==> src/rtl/result_sel_unit_pkg.sv <==
// rtl/result_sel_unit_pkg.sv - shared constants and state encoding for the result select unit
package result_sel_unit_pkg;

  localparam int DEF_WIDTH   = 32;
  localparam int DEF_NUM_SRC = 6;
  localparam int DEF_SEL_W   = 3;
  localparam int DEF_TIMEOUT = 64;

  typedef enum logic [1:0] {
    ST_IDLE = 2'd0,
    ST_WAIT = 2'd1,
    ST_HOLD = 2'd2
  } state_e;

endpackage

==> src/rtl/result_sel_unit.sv <==
// rtl/result_sel_unit.sv - captures one of NUM_SRC result sources on request, waiting for its
// valid with a bounded timeout, and holds the captured value until the consumer takes it
module result_sel_unit
  import result_sel_unit_pkg::*;
#(
  parameter int WIDTH   = DEF_WIDTH,
  parameter int NUM_SRC = DEF_NUM_SRC,
  parameter int SEL_W   = DEF_SEL_W,
  parameter int TIMEOUT = DEF_TIMEOUT
) (
  input  logic                     clk,
  input  logic                     reset_n,
  input  logic                     req_valid,
  output logic                     req_ready,
  input  logic [SEL_W-1:0]         req_sel,
  input  logic [NUM_SRC*WIDTH-1:0] src_data,
  input  logic [NUM_SRC-1:0]       src_valid,
  output logic                     out_valid,
  input  logic                     out_ready,
  output logic [WIDTH-1:0]         out_data,
  output logic [SEL_W-1:0]         out_sel,
  output logic                     err_sel,
  output logic                     err_timeout,
  input  logic                     err_clr
);

  localparam int CNT_W = $clog2(TIMEOUT + 1);
  localparam logic [CNT_W-1:0] CNT_LAST = CNT_W'(TIMEOUT - 1);
  localparam logic [CNT_W-1:0] CNT_DONE = CNT_W'(TIMEOUT);

  state_e             state_q, state_d;
  logic [SEL_W-1:0]   sel_q, sel_d;
  logic [WIDTH-1:0]   data_q, data_d;
  logic [CNT_W-1:0]   cnt_q, cnt_d;
  logic               err_sel_q, err_sel_d;
  logic               err_to_q, err_to_d;

  logic [SEL_W-1:0]   mux_sel;
  logic               mux_in_range;
  logic               mux_valid;
  logic [WIDTH-1:0]   mux_word;

  // In WAIT the latched index drives the mux; otherwise the live request index does.
  always_comb begin
    mux_sel      = (state_q == ST_WAIT) ? sel_q : req_sel;
    mux_in_range = (int'(mux_sel) < NUM_SRC);
    mux_valid    = 1'b0;
    mux_word     = '0;
    if (mux_in_range) begin
      mux_valid = src_valid[mux_sel];
      mux_word  = src_data[int'(mux_sel)*WIDTH +: WIDTH];
    end
  end

  always_comb begin
    state_d = state_q;
    sel_d   = sel_q;
    data_d  = data_q;
    cnt_d   = cnt_q;
    // Clear first so that a same-cycle error set below overrides it.
    err_sel_d = err_sel_q & ~err_clr;
    err_to_d  = err_to_q & ~err_clr;

    case (state_q)
      ST_IDLE: begin
        if (req_valid) begin
          sel_d = req_sel;
          if (!mux_in_range) begin
            data_d    = '0;
            err_sel_d = 1'b1;
            state_d   = ST_HOLD;
          end else if (mux_valid) begin
            data_d  = mux_word;
            state_d = ST_HOLD;
          end else begin
            cnt_d   = '0;
            state_d = ST_WAIT;
          end
        end
      end
      ST_WAIT: begin
        if (mux_valid) begin
          data_d  = mux_word;
          state_d = ST_HOLD;
        end else if (cnt_q == CNT_LAST) begin
          data_d   = '0;
          err_to_d = 1'b1;
          cnt_d    = CNT_DONE;
          state_d  = ST_HOLD;
        end else begin
          cnt_d = cnt_q + CNT_W'(1);
        end
      end
      ST_HOLD: begin
        if (out_ready) begin
          state_d = ST_IDLE;
        end
      end
      default: begin
        state_d = ST_IDLE;
      end
    endcase
  end

  always_ff @(posedge clk or negedge reset_n) begin
    if (!reset_n) begin
      state_q   <= ST_IDLE;
      sel_q     <= '0;
      data_q    <= '0;
      cnt_q     <= '0;
      err_sel_q <= 1'b0;
      err_to_q  <= 1'b0;
    end else begin
      state_q   <= state_d;
      sel_q     <= sel_d;
      data_q    <= data_d;
      cnt_q     <= cnt_d;
      err_sel_q <= err_sel_d;
      err_to_q  <= err_to_d;
    end
  end

  assign req_ready   = (state_q == ST_IDLE);
  assign out_valid   = (state_q == ST_HOLD);
  assign out_data    = data_q;
  assign out_sel     = sel_q;
  assign err_sel     = err_sel_q;
  assign err_timeout = err_to_q;

endmodule

==> config.mk <==
export PLATFORM = sky130hd
export DESIGN_NAME = result_sel_unit
export DESIGN_NICKNAME = d
export VERILOG_FILES = /design/src/rtl/result_sel_unit_pkg.sv /design/src/rtl/result_sel_unit.sv
export SDC_FILE = /design/constraint.sdc
export NUM_CORES = 1
export LEC_CHECK = 0
export CORE_ASPECT_RATIO = 1.5
export CORE_MARGIN = 3
export CORE_UTILIZATION = 36
export DETAILED_ROUTE_END_ITERATION = 7
export GPL_TIMING_DRIVEN = 0
export PLACE_DENSITY = 0.82
export SYNTH_ARGS = -nofsm -noshare
export SYNTH_HDL_FRONTEND = slang
export SYNTH_SLANG_ARGS = --single-unit
==> constraint.sdc <==
create_clock -name clk -period 3.1 [get_ports clk]
set_input_delay 0.62 -clock clk [delete_from_list [all_inputs] [get_ports clk]]
set_output_delay 0.62 -clock clk [all_outputs]
set_load 0.02 [all_outputs]
Word level (Yosys, flattened, before mapping):

Index checks and enable logic that the tools add are counted.

* flip-flop bits (word level): 46
* input port bits: 206
* logic and storage cells: 59

* add/sub/neg operators: 1
* shifts and indexed selects: 1
* muxes and demuxes: 30
* equality and inequality tests: 10
* magnitude comparators: 2
* reductions and logical operators: 6
* bitwise logic cells: 3

Operator list (number)
* 32-bit two-way mux: 6
* 192-bit by 9-bit indexed part select with 32-bit output: 1
* 32-bit case mux with 2 select lines: 1
* 7-bit two-way mux: 5
* 7-bit case mux with 2 select lines: 1
* 2-bit two-way mux: 6
* 1-bit two-way mux: 8
* 7-bit by 1-bit adder with 7-bit output (second input constant): 1
* 7-bit by 6-bit == test with 1-bit output (second input constant): 1
* 2-bit != test (second input constant): 3
* 3-bit by 2-bit != test with 1-bit output (second input constant): 2
* 2-bit case mux with 3 select lines: 1
* 5-bit AND reduction: 1
* 3-bit by 4-bit < comparator with 1-bit output (second input constant): 1
* 2-bit by 1-bit != test with 1-bit output (second input constant): 2
* 4-bit AND reduction: 1
* 1-bit binary-select mux with 3-bit select: 1
* 3-bit < comparator (second input constant): 1
* 3-bit two-way mux: 1
* 3-bit AND reduction: 1
* 1-bit bitwise AND: 2
* 2-bit by 1-bit == test with 1-bit output (second input constant): 1
* 2-bit == test (second input constant): 1
* 2-bit logical NOT: 1
* 3 further kinds: 3

Depth between registers and ports, before layout:

* word-level depth: 9
* mapped depth: 8

Worst setup path before layout:

Ideal clock, no wire load.

* path type: register to register
* start: register state_q[1]
* end: register data_q[0] (netlist: out_data[0])
* data required time: 2973 ps
* arrival: 2033 ps
* buffers on the path: 2
* slack: 940 ps
* stages on the path, launching flop included: 8
* setup time: 127 ps
* path through: dfrtp_1 nand2b_1 mux2i_2 buf_2 buf_2 mux2_2 a222oi_1 o2bb2ai_1

* word-level cells in the longest chain between the ends: 8
* elaborated cells between the ends (all ways): 19

RTL lines
* start, declared: RTL line result_sel_unit.sv:31 `state_e state_q, state_d;`
* start signal, assigned: RTL line result_sel_unit.sv:114 `state_q <= state_d;`
* 2-bit by 1-bit == test with 1-bit output: RTL line result_sel_unit.sv:45, result_sel_unit.sv:64
* 3-bit two-way mux: RTL line result_sel_unit.sv:45 `mux_sel = (state_q == ST_WAIT) ? sel_q : req_sel;`
* 192-bit by 9-bit indexed part select with 32-bit output / 3-bit < comparator (equally long branches): RTL line result_sel_unit.sv:51, result_sel_unit.sv:46
* 32-bit two-way mux: RTL line result_sel_unit.sv:49 `if (mux_in_range) begin`
* 32-bit two-way mux: RTL line result_sel_unit.sv:72 `end else if (mux_valid) begin`
* 32-bit two-way mux: RTL line result_sel_unit.sv:68 `if (!mux_in_range) begin`
* 32-bit two-way mux: RTL line result_sel_unit.sv:66 `if (req_valid) begin`
* 32-bit case mux with 2 select lines: RTL line result_sel_unit.sv:64 `case (state_q)`
* end signal, assigned: RTL line result_sel_unit.sv:116 `data_q <= data_d;`
* end, declared: RTL line result_sel_unit.sv:33 `logic [WIDTH-1:0] data_q, data_d;`

Several ways; a longest one is shown, not always the timed one. The select of a mux whose other input is x is not followed.
A chain may end at the register's enable or synchronous reset.

Final worst setup path:

* start: input req_sel[0]
* end: register data_q[26] (netlist: out_data[26])

* word-level cells in the longest chain between the ends: 7
* elaborated cells between the ends (all ways): 15

RTL lines
* start, declared: RTL line result_sel_unit.sv:15 `input logic [SEL_W-1:0] req_sel,`
* 3-bit two-way mux (*): RTL line result_sel_unit.sv:45
* 192-bit by 9-bit indexed part select with 32-bit output / 3-bit < comparator (equally long branches): RTL line result_sel_unit.sv:51, result_sel_unit.sv:46
* 32-bit two-way mux: RTL line result_sel_unit.sv:49
* 32-bit two-way mux: RTL line result_sel_unit.sv:72
* 32-bit two-way mux: RTL line result_sel_unit.sv:68
* 32-bit two-way mux: RTL line result_sel_unit.sv:66
* 32-bit case mux with 2 select lines: RTL line result_sel_unit.sv:64

Every way passes the cells marked *; elsewhere a longest branch is shown, timed or not. The select of a mux whose other input is x is not followed.

==> flow_summary.toml <==
[timing]
period_needed_ns = 2.94
setup_violations = 0
drv_slew = 0
period_share_pct = 94.8
maxSlewHeadroom_pct = 24.2
rsz0062_at_grt = "no"
hold_viol = 0
finClkSkew_ns = 0.00740
tightest_slew_ns = 1.13
fmax_mhz = 340

[global_route]
antenna_found_initial = 0
grt-ovfl-total = 0
grt_first_pass_wirelength_mm = 21.7
first_global_vias = 4001
grt_max_degree = 37
track_usage_pct = 24.9

[logic_synthesis]
synth_ff_type = "dfrtp_1"
synthCells = 315
synth.yosys.seq_area_share_pct = 32.5
yosysWarningCount = 0
synthesis.nets = 522
ys_top_cells_by_count = "mux2_2, dfrtp_1, a222oi_1, o2bb2ai_1, clkbuf_1"
avgSynthCellArea_sq_um = 11.2
yosys.area.top_type = "dfrtp_1"
postSynth.asyncResetShare_pct = 100
ys_types = 41
yosysMostFrequentCell = "mux2_2"
synth_top_area_share_pct = 32.5
synth_edf_count = 0
ys_ff_latch = 46
netlist_area_sq_um = 3540
ys_top_cells_by_area = "dfrtp_1, mux2_2, a222oi_1"

[setup_path]
crit_buf_inv = 3
critPathArrivalTime_ns = 3.09
start_kind = "input pin"
critPathRequiredTime_ns = 3.25
cp_max_fo = 10
worst-path-stages = 7
cp_top_family = "buffers and inverters"
rrSetupSlack_ns = 0.31
reg2regPathDepth = 7
crit_chain = "clkdlybuf4s50_1 > mux2i_2 > buf_2 > buf_2 > mux2_2 > a222oi_1 > o2bb2ai_1"
critPathSlowestCell = "clkdlybuf4s50_1"
crit_path_frequent_cell = "buf_2"
worst_r2r_startpoint = "state_q[1]"
r2r-end = "out_data[26]"
critPathMaxStageDelay_ns = 0.47
worst_setup_path_end_kind = "register"
worstSetupPathType = "input pin to register"

[clock_network]
clockBufferDepth = 2
cts_tree = "yes"
clkTransAtPathRegs_ns = 0.06
cts_setup_buffers = 0
numClockSinks = 46
worstSkewPairLatency_ns = 0.28
cts_hold_buf = 0
htreeDepth = 2
cts_root_buffer = "clkbuf_16"
cts_resized = 0
cts_buffers = 5

[power_and_ir_drop]
peakVddDrop_mv = 0.386
p_leak_nw = 2.41
p_per_area_nw_per_um2 = 683

[detailed_routing]
drt_first_iter_violations = 225
drtPass1Iterations = 8
wire_per_inst_microns = 21.4
vias_per_cell = 5.73
drcViolationCount = 0
wirelength_mm = 14.6
via_count = 3892
drtAntennaViolNets = 0

[die]
start_util_pct = 37.6
die_area_sq_um = 11100
fp-row-count = 43
die_w_microns = 87.0
io_pins = 245
die_h_microns = 127
coreArea_sq_um = 9420

[layout]
fill_cells = 754
fin_cells = 679
multi_input_area_sq_um = 2200
nets = 774
seqCellArea_sq_um = 1150
fin_util_pct = 66.6
antenna_cells = 0
layout-drive-gt1-share_pct = 22.9
areaGrowthSynthToFinish_pct = 77.2

[placed_design]
port_buffers = 244
place_inst = 672
routabilityCongestion = 0.860
post-dp-hpwl_mm = 11.9

[hold_path]
holdCritPathClass = "input pin to asynchronous set/reset pin"

[run]
maxCapViolations = 0

[status]
status = "complete, no violations"
==> sequential cells by signal (all words and copies together) (netlist names) <==
| register | count |
|---|---|
| state_q | 2 |
| err_timeout | 1 |
| out_data | 32 |
| err_sel | 1 |
| out_sel | 3 |
| cnt_q | 7 |
==> power breakdown <==
part	leakage, nW	internal [mW]	switching (mW)
sequential	0.596	0.830	0.166
clock	0.0694	0.291	0.198
combinational	1.75	1.44	1.36
total	2.41	2.56	1.72
==> cell usage in the layout, fill, tap and decap left out, types with 2 or more instances in the layout <==
cell,netlist,layout
nand3_1,3,3
nor3_1,4,4
o31ai_1,2,2
a222oi_1,32,32
nand2b_1,5,5
nand2_1,11,11
o2bb2ai_1,32,32
mux2_2,98,98
clkbuf_1,14,14
clkbuf_16,0,5
dfrtp_1,46,46
nor2b_1,2,2
inv_1,4,4
clkinv_2,0,2
mux2i_1,3,3
o21ai_0,4,4
buf_2,6,7
a221o_1,3,3
or2_2,2,2
and3_1,2,2
nor2_1,8,8
clkdlybuf4s50_1,0,243
a21oi_1,3,3
mux2i_2,2,2
or3_1,2,2
buf_6,8,8
a31o_2,2,2
==> per-stage QoR <==
| stage | power [mW] | worst slack (ns) | TNS [ns] | instance area [sq um] | hold WS [ns] |
|---|---|---|---|---|---|
| floorplan | 2.66 | 0.940 | 0 | 3540 | 0.324 |
| global placement | 3.75 | -0.0842 | -0.421 | 6120 | 0.472 |
| detailed placement | 3.80 | -0.137 | -1.25 | 6140 | 0.476 |
| CTS | 4.31 | 0.151 | 0 | 6270 | 0.217 |
| global route | 4.53 | 0.0435 | 0 | 6270 | 0.220 |
| finish | 4.28 | 0.161 | 0 | 6270 | 0.213 |
==> worst reg2reg max path, cell delays in order, from the launching register on <==
cell and delay (ns):
dfrtp_1 0.45, nand2b_1 0.18, mux2i_2 0.46, buf_2 0.35, buf_2 0.36, mux2_2 0.38
a222oi_1 0.37, o2bb2ai_1 0.12
==> final cells by class <==
class | instances | area share [%]
clock inverter | 2 | 0.160
sequential | 46 | 18.4
tap | 112 | 2.23
timing repair buffer | 245 | 39.2
buffer | 28 | 2.75
clock buffer | 5 | 2.00
multi-input combinational | 237 | 35.1
inverter | 4 | 0.239
==> logic make-up after synthesis <==
family / Yosys count / share of synthesized area [%]
adder cells (fa/ha/maj): 1 / 0.354
flip-flops: 46 / 32.5
AO/OA/AOI/OAI: 88 / 22.2
multiplexers: 103 / 32.8
buffers and inverters: 32 / 5.30
AND/OR/NAND/NOR: 45 / 6.82
==> layer usage <==
| metal | global-route usage [%] | up-vias | part of all wire (%) |
|---|---|---|---|
| li1 | - | 1784 | - |
| met1 | 27.7 | 1891 | 35 |
| met2 | 46.4 | 192 | 54 |
| met3 | 5.48 | 25 | 8.8 |
| met4 | 6.51 | 0 | 2.1 |
| met5 | 0 | - | 0 |
==> worst max path at each step <==
stage                           from  slack [ns]      endpoint
after floorplan           state_q[1]        0.94   out_data[0]
after global placement    req_sel[0]       -0.08  out_data[29]
after detailed placement  req_sel[0]       -0.14  out_data[26]
after CTS                 req_sel[0]        0.15  out_data[26]
after global routing      req_sel[0]        0.04  out_data[26]
final                     req_sel[0]        0.16  out_data[26]
(Power assumes the default switching activity.)
